--- src/rtl/fu_mul_pipe_if.sv ---
// Issue-side and result-side handshake bundle for the pipelined multiply FU.
// slave is the FU view, master is the issue/consumer view.
interface fu_mul_pipe_if #(
  parameter int WIDTH = 32,
  parameter int TAG_W = 5
);
  logic             in_valid;
  logic             in_ready;
  logic [1:0]       in_op;
  logic [WIDTH-1:0] in_a;
  logic [WIDTH-1:0] in_b;
  logic [TAG_W-1:0] in_tag;
  logic             out_valid;
  logic             out_ready;
  logic [WIDTH-1:0] out_res;
  logic [TAG_W-1:0] out_tag;

  modport master (
    output in_valid, in_op, in_a, in_b, in_tag,
    output out_ready,
    input  in_ready, out_valid, out_res, out_tag
  );

  modport slave (
    input  in_valid, in_op, in_a, in_b, in_tag,
    input  out_ready,
    output in_ready, out_valid, out_res, out_tag
  );
endinterface

--- src/rtl/fu_mul_pipe.sv ---
// Fully pipelined RV32M multiply FU (MUL/MULH/MULHSU/MULHU) with tag and flush.
// FU_MUL_OCC_EN adds the occ port counting valid ops held in the pipe.
module fu_mul_pipe #(
  parameter int WIDTH   = 32,
  parameter int LATENCY = 4,
  parameter int TAG_W   = 5
) (
  input  logic clk,
  input  logic rst_n,
  input  logic flush,
  fu_mul_pipe_if.slave bus
`ifdef FU_MUL_OCC_EN
  ,
  output logic [$clog2(LATENCY+2)-1:0] occ
`endif
);

  logic stall;
  logic acc;

  assign stall = bus.out_valid & ~bus.out_ready;
  assign bus.in_ready = ~stall;
  assign acc = bus.in_valid & ~stall & ~flush;

  logic             sa;
  logic             sb;
  logic [WIDTH:0]   ea;
  logic [WIDTH:0]   eb;
  logic [2*WIDTH-1:0] prod;
  logic [WIDTH-1:0] res_d;

  // Only the low 2*WIDTH bits of the (2*WIDTH+2)-bit product are ever used.
  always_comb begin
    sa = 1'b0;
    sb = 1'b0;
    unique case (1'b1)
      (bus.in_op == 2'b01): begin
        sa = 1'b1;
        sb = 1'b1;
      end
      (bus.in_op == 2'b10): sa = 1'b1;
      default: ;
    endcase
    ea = {sa & bus.in_a[WIDTH-1], bus.in_a};
    eb = {sb & bus.in_b[WIDTH-1], bus.in_b};
    prod = {{(WIDTH-1){ea[WIDTH]}}, ea}
         * {{(WIDTH-1){eb[WIDTH]}}, eb};
    res_d = (bus.in_op == 2'b00)
          ? prod[WIDTH-1:0]
          : prod[2*WIDTH-1:WIDTH];
  end

  logic [LATENCY-1:0] vld;
  logic [WIDTH-1:0]   res_q [LATENCY];
  logic [TAG_W-1:0]   tag_q [LATENCY];

  always_ff @(posedge clk or negedge rst_n) begin
    if (!rst_n) begin
      vld <= '0;
      for (int i = 0; i < LATENCY; i++) begin
        res_q[i] <= '0;
        tag_q[i] <= '0;
      end
    end else if (flush) begin
      vld <= '0;
    end else if (!stall) begin
      vld[0]   <= acc;
      res_q[0] <= res_d;
      tag_q[0] <= bus.in_tag;
      for (int i = 1; i < LATENCY; i++) begin
        vld[i]   <= vld[i-1];
        res_q[i] <= res_q[i-1];
        tag_q[i] <= tag_q[i-1];
      end
    end
  end

  assign bus.out_valid = vld[LATENCY-1];
  assign bus.out_res   = res_q[LATENCY-1];
  assign bus.out_tag   = tag_q[LATENCY-1];

`ifdef FU_MUL_OCC_EN
  localparam int OW = $clog2(LATENCY+2);

  logic take;

  assign take = bus.out_valid & bus.out_ready;

  always_ff @(posedge clk or negedge rst_n) begin
    if (!rst_n) begin
      occ <= '0;
    end else if (flush) begin
      occ <= '0;
    end else begin
      occ <= occ + OW'(acc) - OW'(take);
    end
  end
`endif

endmodule
--- src/flat_wrapper.sv ---
// flat-port wrapper written by rule: the top's interface ports become plain ports
module fu_mul_pipe_flat 
#(
  parameter int WIDTH   = 32,
  parameter int LATENCY = 4,
  parameter int TAG_W   = 5
)
  (clk, rst_n, flush, bus_in_valid, bus_in_op, bus_in_a, bus_in_b, bus_in_tag, bus_out_ready, bus_in_ready, bus_out_valid, bus_out_res, bus_out_tag);
  fu_mul_pipe_if #(.WIDTH(WIDTH), .TAG_W(TAG_W)) bus_i ();
  input  logic clk;
  input  logic rst_n;
  input  logic flush;
  input wire logic [$bits(bus_i.in_valid)-1:0] bus_in_valid;
  input wire logic [$bits(bus_i.in_op)-1:0] bus_in_op;
  input wire logic [$bits(bus_i.in_a)-1:0] bus_in_a;
  input wire logic [$bits(bus_i.in_b)-1:0] bus_in_b;
  input wire logic [$bits(bus_i.in_tag)-1:0] bus_in_tag;
  input wire logic [$bits(bus_i.out_ready)-1:0] bus_out_ready;
  output wire logic [$bits(bus_i.in_ready)-1:0] bus_in_ready;
  output wire logic [$bits(bus_i.out_valid)-1:0] bus_out_valid;
  output wire logic [$bits(bus_i.out_res)-1:0] bus_out_res;
  output wire logic [$bits(bus_i.out_tag)-1:0] bus_out_tag;
  assign bus_i.in_valid = bus_in_valid;
  assign bus_i.in_op = bus_in_op;
  assign bus_i.in_a = bus_in_a;
  assign bus_i.in_b = bus_in_b;
  assign bus_i.in_tag = bus_in_tag;
  assign bus_i.out_ready = bus_out_ready;
  assign bus_in_ready = bus_i.in_ready;
  assign bus_out_valid = bus_i.out_valid;
  assign bus_out_res = bus_i.out_res;
  assign bus_out_tag = bus_i.out_tag;
  fu_mul_pipe #(.WIDTH(WIDTH), .LATENCY(LATENCY), .TAG_W(TAG_W)) u_core (.clk(clk), .rst_n(rst_n), .flush(flush), .bus(bus_i));
endmodule
--- config.mk ---
export PLATFORM = sky130hd
export DESIGN_NAME = fu_mul_pipe_flat
export DESIGN_NICKNAME = d
export VERILOG_FILES = /design/src/rtl/fu_mul_pipe_if.sv /design/src/rtl/fu_mul_pipe.sv /design/src/flat_wrapper.sv
export SDC_FILE = /design/constraint.sdc
export NUM_CORES = 2
export LEC_CHECK = 0
export ABC_AREA = 1
export CORE_UTILIZATION = 40
export CTS_CLUSTER_SIZE = 30
export DETAILED_ROUTE_END_ITERATION = 12
export SLEW_MARGIN = 20
export SYNTH_ARGS = -nofsm -noshare
export SYNTH_HDL_FRONTEND = slang
export SYNTH_SLANG_ARGS = --single-unit
--- constraint.sdc ---
create_clock -name clk -period 3.6 [get_ports clk]
set_input_delay 0.72 -clock clk [delete_from_list [all_inputs] [get_ports clk]]
set_output_delay 0.72 -clock clk [all_outputs]
set_load 0.05 [all_outputs]
# --- Yosys cells after proc, flatten, opt, wreduce, memory -nomap -nowiden ---
# Cells that the tools add are included.
totals:
  ff_bits: 152
  word_cells: 29
  ram_bits: 0
  latch_bits: 0
  mem_bits_ro: 0
  input_bits: 76
  n_memories: 0
classes:
  mul: 1
  n_eq_ne: 3
  n_bitwise: 8
  div_mod_pow: 0
  shift: 0
  n_addsub: 0
  n_lt_le_gt_ge: 0
  n_reduce_logical: 3
  n_mux: 5
ops:
  columns: ["op", "n"]
  rows:
  - ["33-bit by 33-bit multiplier with 64-bit output", 1]
  - ["32-bit 2-to-1 mux", 1]
  - ["4-bit 2-to-1 mux", 2]
  - ["1-bit AND", 5]
  - ["1-bit inverter", 3]
  - ["2-bit by 1-bit equality test with 1-bit output, second input constant", 1]
  - ["2-bit equality test, second input constant", 1]
  - ["2-bit zero test", 1]
  - ["1-bit 2-to-1 mux", 2]
  - ["2-bit inequality test, second input constant", 1]
  - ["2-bit AND reduction", 1]
  - ["2-bit OR reduction", 1]

# --- Longest topological paths before layout ---
depth:
  ltp_word: 7
  depth_mapped: 36

# --- Least setup slack after synthesis ---
# Ideal clock, no wire load.
synth_timing:
  kind: "in2reg"
  startpoint: "in bus_in_op[0]"
  endpoint: "reg u_core.res_q[127] (netlist name)"
  setup_slack_ps: -4375
  arrival_ps: 7898
  setup_ps: 77
  required_time_ps: 3523
  stages: 33
  path_cell_list: "inv_1 > ha_1 > nand2_4 > inv_2 > clkbuf_1 > nand2_1 > inv_1 > fa_1 > inv_1 > fa_1 > inv_1 > fa_1 > inv_1 > fa_1 > fa_1 > inv_1 > fa_1 > inv_1 > fa_1 > fa_1 > inv_1 > ha_1 > nand2_1 > nor3_1 > nand2_1 > nor2_1 > and2_1 > nand2_1 > nand2_1 > inv_1 > nand2_1 > nand3_1 > a21oi_1"
synth_between:
  elab_chain_len: 6
synth_lines:
  columns: ["element", "line", "text"]
  rows:
  - ["start: declaration", "flat_wrapper.sv:14", "input wire logic [$bits(bus_i.in_op)-1:0] bus_in_op;"]
  - ["2-bit equality test / 2-bit by 1-bit equality test with 1-bit output (equally long branches)", "fu_mul_pipe.sv:41, fu_mul_pipe.sv:37", null]
  - ["2-bit OR reduction (no line)", null, null]
  - ["1-bit 2-to-1 mux", "fu_mul_pipe.sv:36", "unique case (1'b1)"]
  - ["1-bit AND", "fu_mul_pipe.sv:44", "ea = {sa & bus.in_a[WIDTH-1], bus.in_a};"]
  - ["33-bit by 33-bit multiplier with 64-bit output", "fu_mul_pipe.sv:47", "* {{(WIDTH-1){eb[WIDTH]}}, eb};"]
  - ["32-bit 2-to-1 mux *", "fu_mul_pipe.sv:49", "? prod[WIDTH-1:0]"]
  - ["end signal: indexed assignment", "fu_mul_pipe.sv:72", "res_q[i] <= res_q[i-1];"]
  - ["end: declaration", "fu_mul_pipe.sv:54", "logic [WIDTH-1:0] res_q [LATENCY];"]
# Mark *: on every way between the ends. The rest lies on a longest branch, timed or not.
# A chain may end at the register's enable or synchronous reset.

# --- Worst setup path after layout ---
layout_timing:
  startpoint: "in bus_in_op[0]"
  endpoint: "reg u_core.res_q[120] (netlist name)"
# The elaborated chain is that of the path after synthesis.

==> flow_metrics.py <==
metrics = {
    "outcome": {
        "status": "finished, violations left",
        "failed_checks": "DRC, setup timing",
    },
    "critical_path": {
        "cp.required_ns": 3.97,
        "arrival_ns": 7.73,
        "reg2reg_to": "u_core.res_q[120]$_DFFE_PN0P_",
        "cp_max_fo": 6,
        "critPathSlowestCell": "fa_1",
        "slowest_delay_ns": 0.58,
        "crit_type": "primary input to flop",
        "reg2reg_slack_ns": 1.90,
        "cp_common_cell": "fa_1",
        "r2r_cells": 7,
        "endpoint": "u_core.res_q[120]$_DFFE_PN0P_",
        "r2r_start": "u_core.vld[3]$_DFFE_PN0P_",
        "cp-start-kind": "primary input",
        "crit_path_start": "bus_in_op[0]",
        "end_kind": "flop",
    },
    "floorplanning": {
        "die_w_um": 343,
        "core_sq_um": 115000,
        "row_count": 124,
        "ios": 115,
        "start_util_pct": 40.5,
        "dieArea_sq_um": 117000,
        "die_h_um": 343,
    },
    "synthesis": {
        "synth_cells": 5886,
        "netlist_area_sq_um": 46400,
        "async_flop_share_pct": 100,
        "ys_seq_elements": 152,
        "synth_edf_count": 0,
        "postSynthAreaPerCell_sq_um": 7.89,
        "yosys_warnings": 0,
        "synth_area_leaders": "fa_1 (49%), nand2_1 (14%), inv_1 (14%)",
        "netlist-cell-type-count": 37,
        "yosysTopAreaCell": "fa_1",
        "synth_top_cell_area_share_pct": 48.5,
        "synth_commonest_cells": "nand2_1 (1,742), inv_1 (1,692), fa_1 (1,125)",
        "synth_fp_nets": 7301,
        "seq_area_frac_synth_pct": 8.19,
        "synth.most_common_cell": "nand2_1",
        "synth_top_flop_cell": "dfrtp_1",
    },
    "global_route": {
        "grt_busiest_layer": "met2",
        "met3_usage_pct": 3.85,
        "grt_pass1_vias": 41400,
        "met1_usage_pct": 37.0,
        "grt_max_degree": 138,
        "grt_use_total_pct": 27.6,
        "antenna_found_initial": 2,
        "grt.met2_usage_pct": 46.3,
        "grt_pass1_wl_um": 244000,
        "grt-ovfl-total": 0,
    },
    "sta": {
        "fmax_mhz": 136,
        "setup_viol": 32,
        "slew_violations": 0,
        "finClkSkew_ns": 0.0123,
        "hold_viol_final": 0,
        "relSlewSlack_pct": 55.4,
        "rsz0062_at_grt": "yes",
        "finalCritPeriodShare_pct": 205,
        "fin_crit_ns": 7.36,
        "setup_ws_ns": -3.76,
        "worst_pin_slew_ns": 0.668,
    },
    "place": {
        "numPortBuffers": 114,
        "gp_congestion": 0.933,
        "dp_hpwl_um": 121000,
        "place_ws_ns": -4.94,
    },
    "clock_tree": {
        "postCtsHoldBufs": 0,
        "htreeDepth": 4,
        "cts_sinks": 152,
        "cts_buffers": 17,
        "clock_latency_ns": 0.44,
        "cts_buffer_depth": 2,
        "cts_tree": "done",
        "cts-root-buf": "clkbuf_16",
        "clk_pin_slew_ns": 0.07,
    },
    "drt": {
        "num_vias": 38800,
        "routed_via_density": 4.85,
        "avgRoutedWirePerCell_um": 19.9,
        "first_pass_iters": 10,
        "drc": 11,
        "routed_wl_um": 159000,
        "ant_nets": 0,
        "drt_iter0_drc": 2855,
    },
    "cells_and_area": {
        "fin_util_pct": 52.7,
        "drive_above_1_share_pct": 23.9,
        "finalNetCount": 7894,
        "syn_to_final_growth_pct": 30.2,
        "antenna_cells": 0,
    },
    "flow_run": {
        "cap_violations": 0,
    },
    "worst_hold_path": {
        "hold_path.class": "primary input to async pin",
    },
}
worst min path at each step:
stage                                            start                                 end  slack [ns]  cells after the start
after global routing                             rst_n         u_core.tag_q[7]$_DFFE_PN0P_        0.28                      1
after global placement    u_core.tag_q[12]$_DFFE_PN0P_         u_core.tag_q[7]$_DFFE_PN0P_        0.45                      2
after detailed placement  u_core.res_q[63]$_DFFE_PN0P_  u_core.bus.out_res[31]$_DFFE_PN0P_        0.45                      2
after floorplan                                  rst_n   u_core.bus.out_res[0]$_DFFE_PN0P_        0.42                      0
final                                            rst_n   u_core.bus.out_tag[2]$_DFFE_PN0P_        0.24                      1
after CTS                                        rst_n        u_core.tag_q[16]$_DFFE_PN0P_        0.26                      1
logic make-up (layout without fill, tap and decap cells):
group                      count (synthesis)  in the layout  synth area share, %
and+or+nand+nor                         2102           2102                 17.7
buffers and inverters                   2031           2636                 16.7
adders and majority gates               1339           1339                 54.3
AOI/OAI and AO/OA                        253            253                 2.89
DFF                                      152            152                 8.19
xor gates and xnor gates                   9              9                0.170
timing repair:
action                     in CTS  in global routing
pin swaps                     231                320
gates cloned                   33                 10
setup buffers                 139                 48
hold endpoints to repair        0                  0
gates resized for setup       613                440
setup endpoints to repair      32                 32
metrics by stage:
step                cell area (sq um)  setup TNS (ns)  cells  hold slack [ns]
floorplan                       48400         -111.22   5886            0.424
global placement                54400         -148.80   7753            0.452
detailed placement              54400         -151.16   7753            0.453
CTS                             58800         -115.79   7956            0.258
global route                    60400         -120.25   8003            0.281
finish                          60400         -113.95   8003            0.243
flip-flops by register name, summed over array words and instances (netlist names):
name and cells:
u_core.bus.out_res 32, u_core.bus.out_tag 5, u_core.res_q 96, u_core.tag_q 15, u_core.vld 4
per-layer routing:
metal | routed length (um) | vias up
met3 | 11800 | 260
met4 | 6090 | 0
met2 | 75300 | 1287
met5 | 0 | -
met1 | 66000 | 19700
li1 | - | 17600
final cells by class:
cell class	instances	area, sq um
fillers	10600	54200
repair buffers	910	9930
inverters	1695	6430
flip-flops and latches	152	3800
multi-input cells	3703	37800
clock inverters	9	91.3
clock buffers	22	474
well taps	1512	1890
cells in the final DEF (no fill, tap or decap), drive strengths merged, types with 20 or more instances in the layout:
master / netlist / final
clkdlybuf4s50: 0 / 50
inv: 1695 / 1695
dfrtp: 152 / 152
fa: 1125 / 1125
nand3: 101 / 101
o21bai: 20 / 20
bufbuf: 0 / 28
ha: 214 / 214
buf: 51 / 786
o21ai: 111 / 111
nand2: 1748 / 1748
a21oi: 116 / 116
nand4: 22 / 22
nor2: 205 / 205
clkbuf: 285 / 51
worst max-delay path, delay by kind of cell:
family | cells | cell delay (ns)
adders and majority gates | 10 | 4.58
buffers and inverters | 11 | 1.19
AOI/OAI and AO/OA | 4 | 0.68
and+or+nand+nor | 5 | 0.53
Power is not shown: default switching activity piles up to over one toggle a cycle in this logic, so the estimate is an artifact.
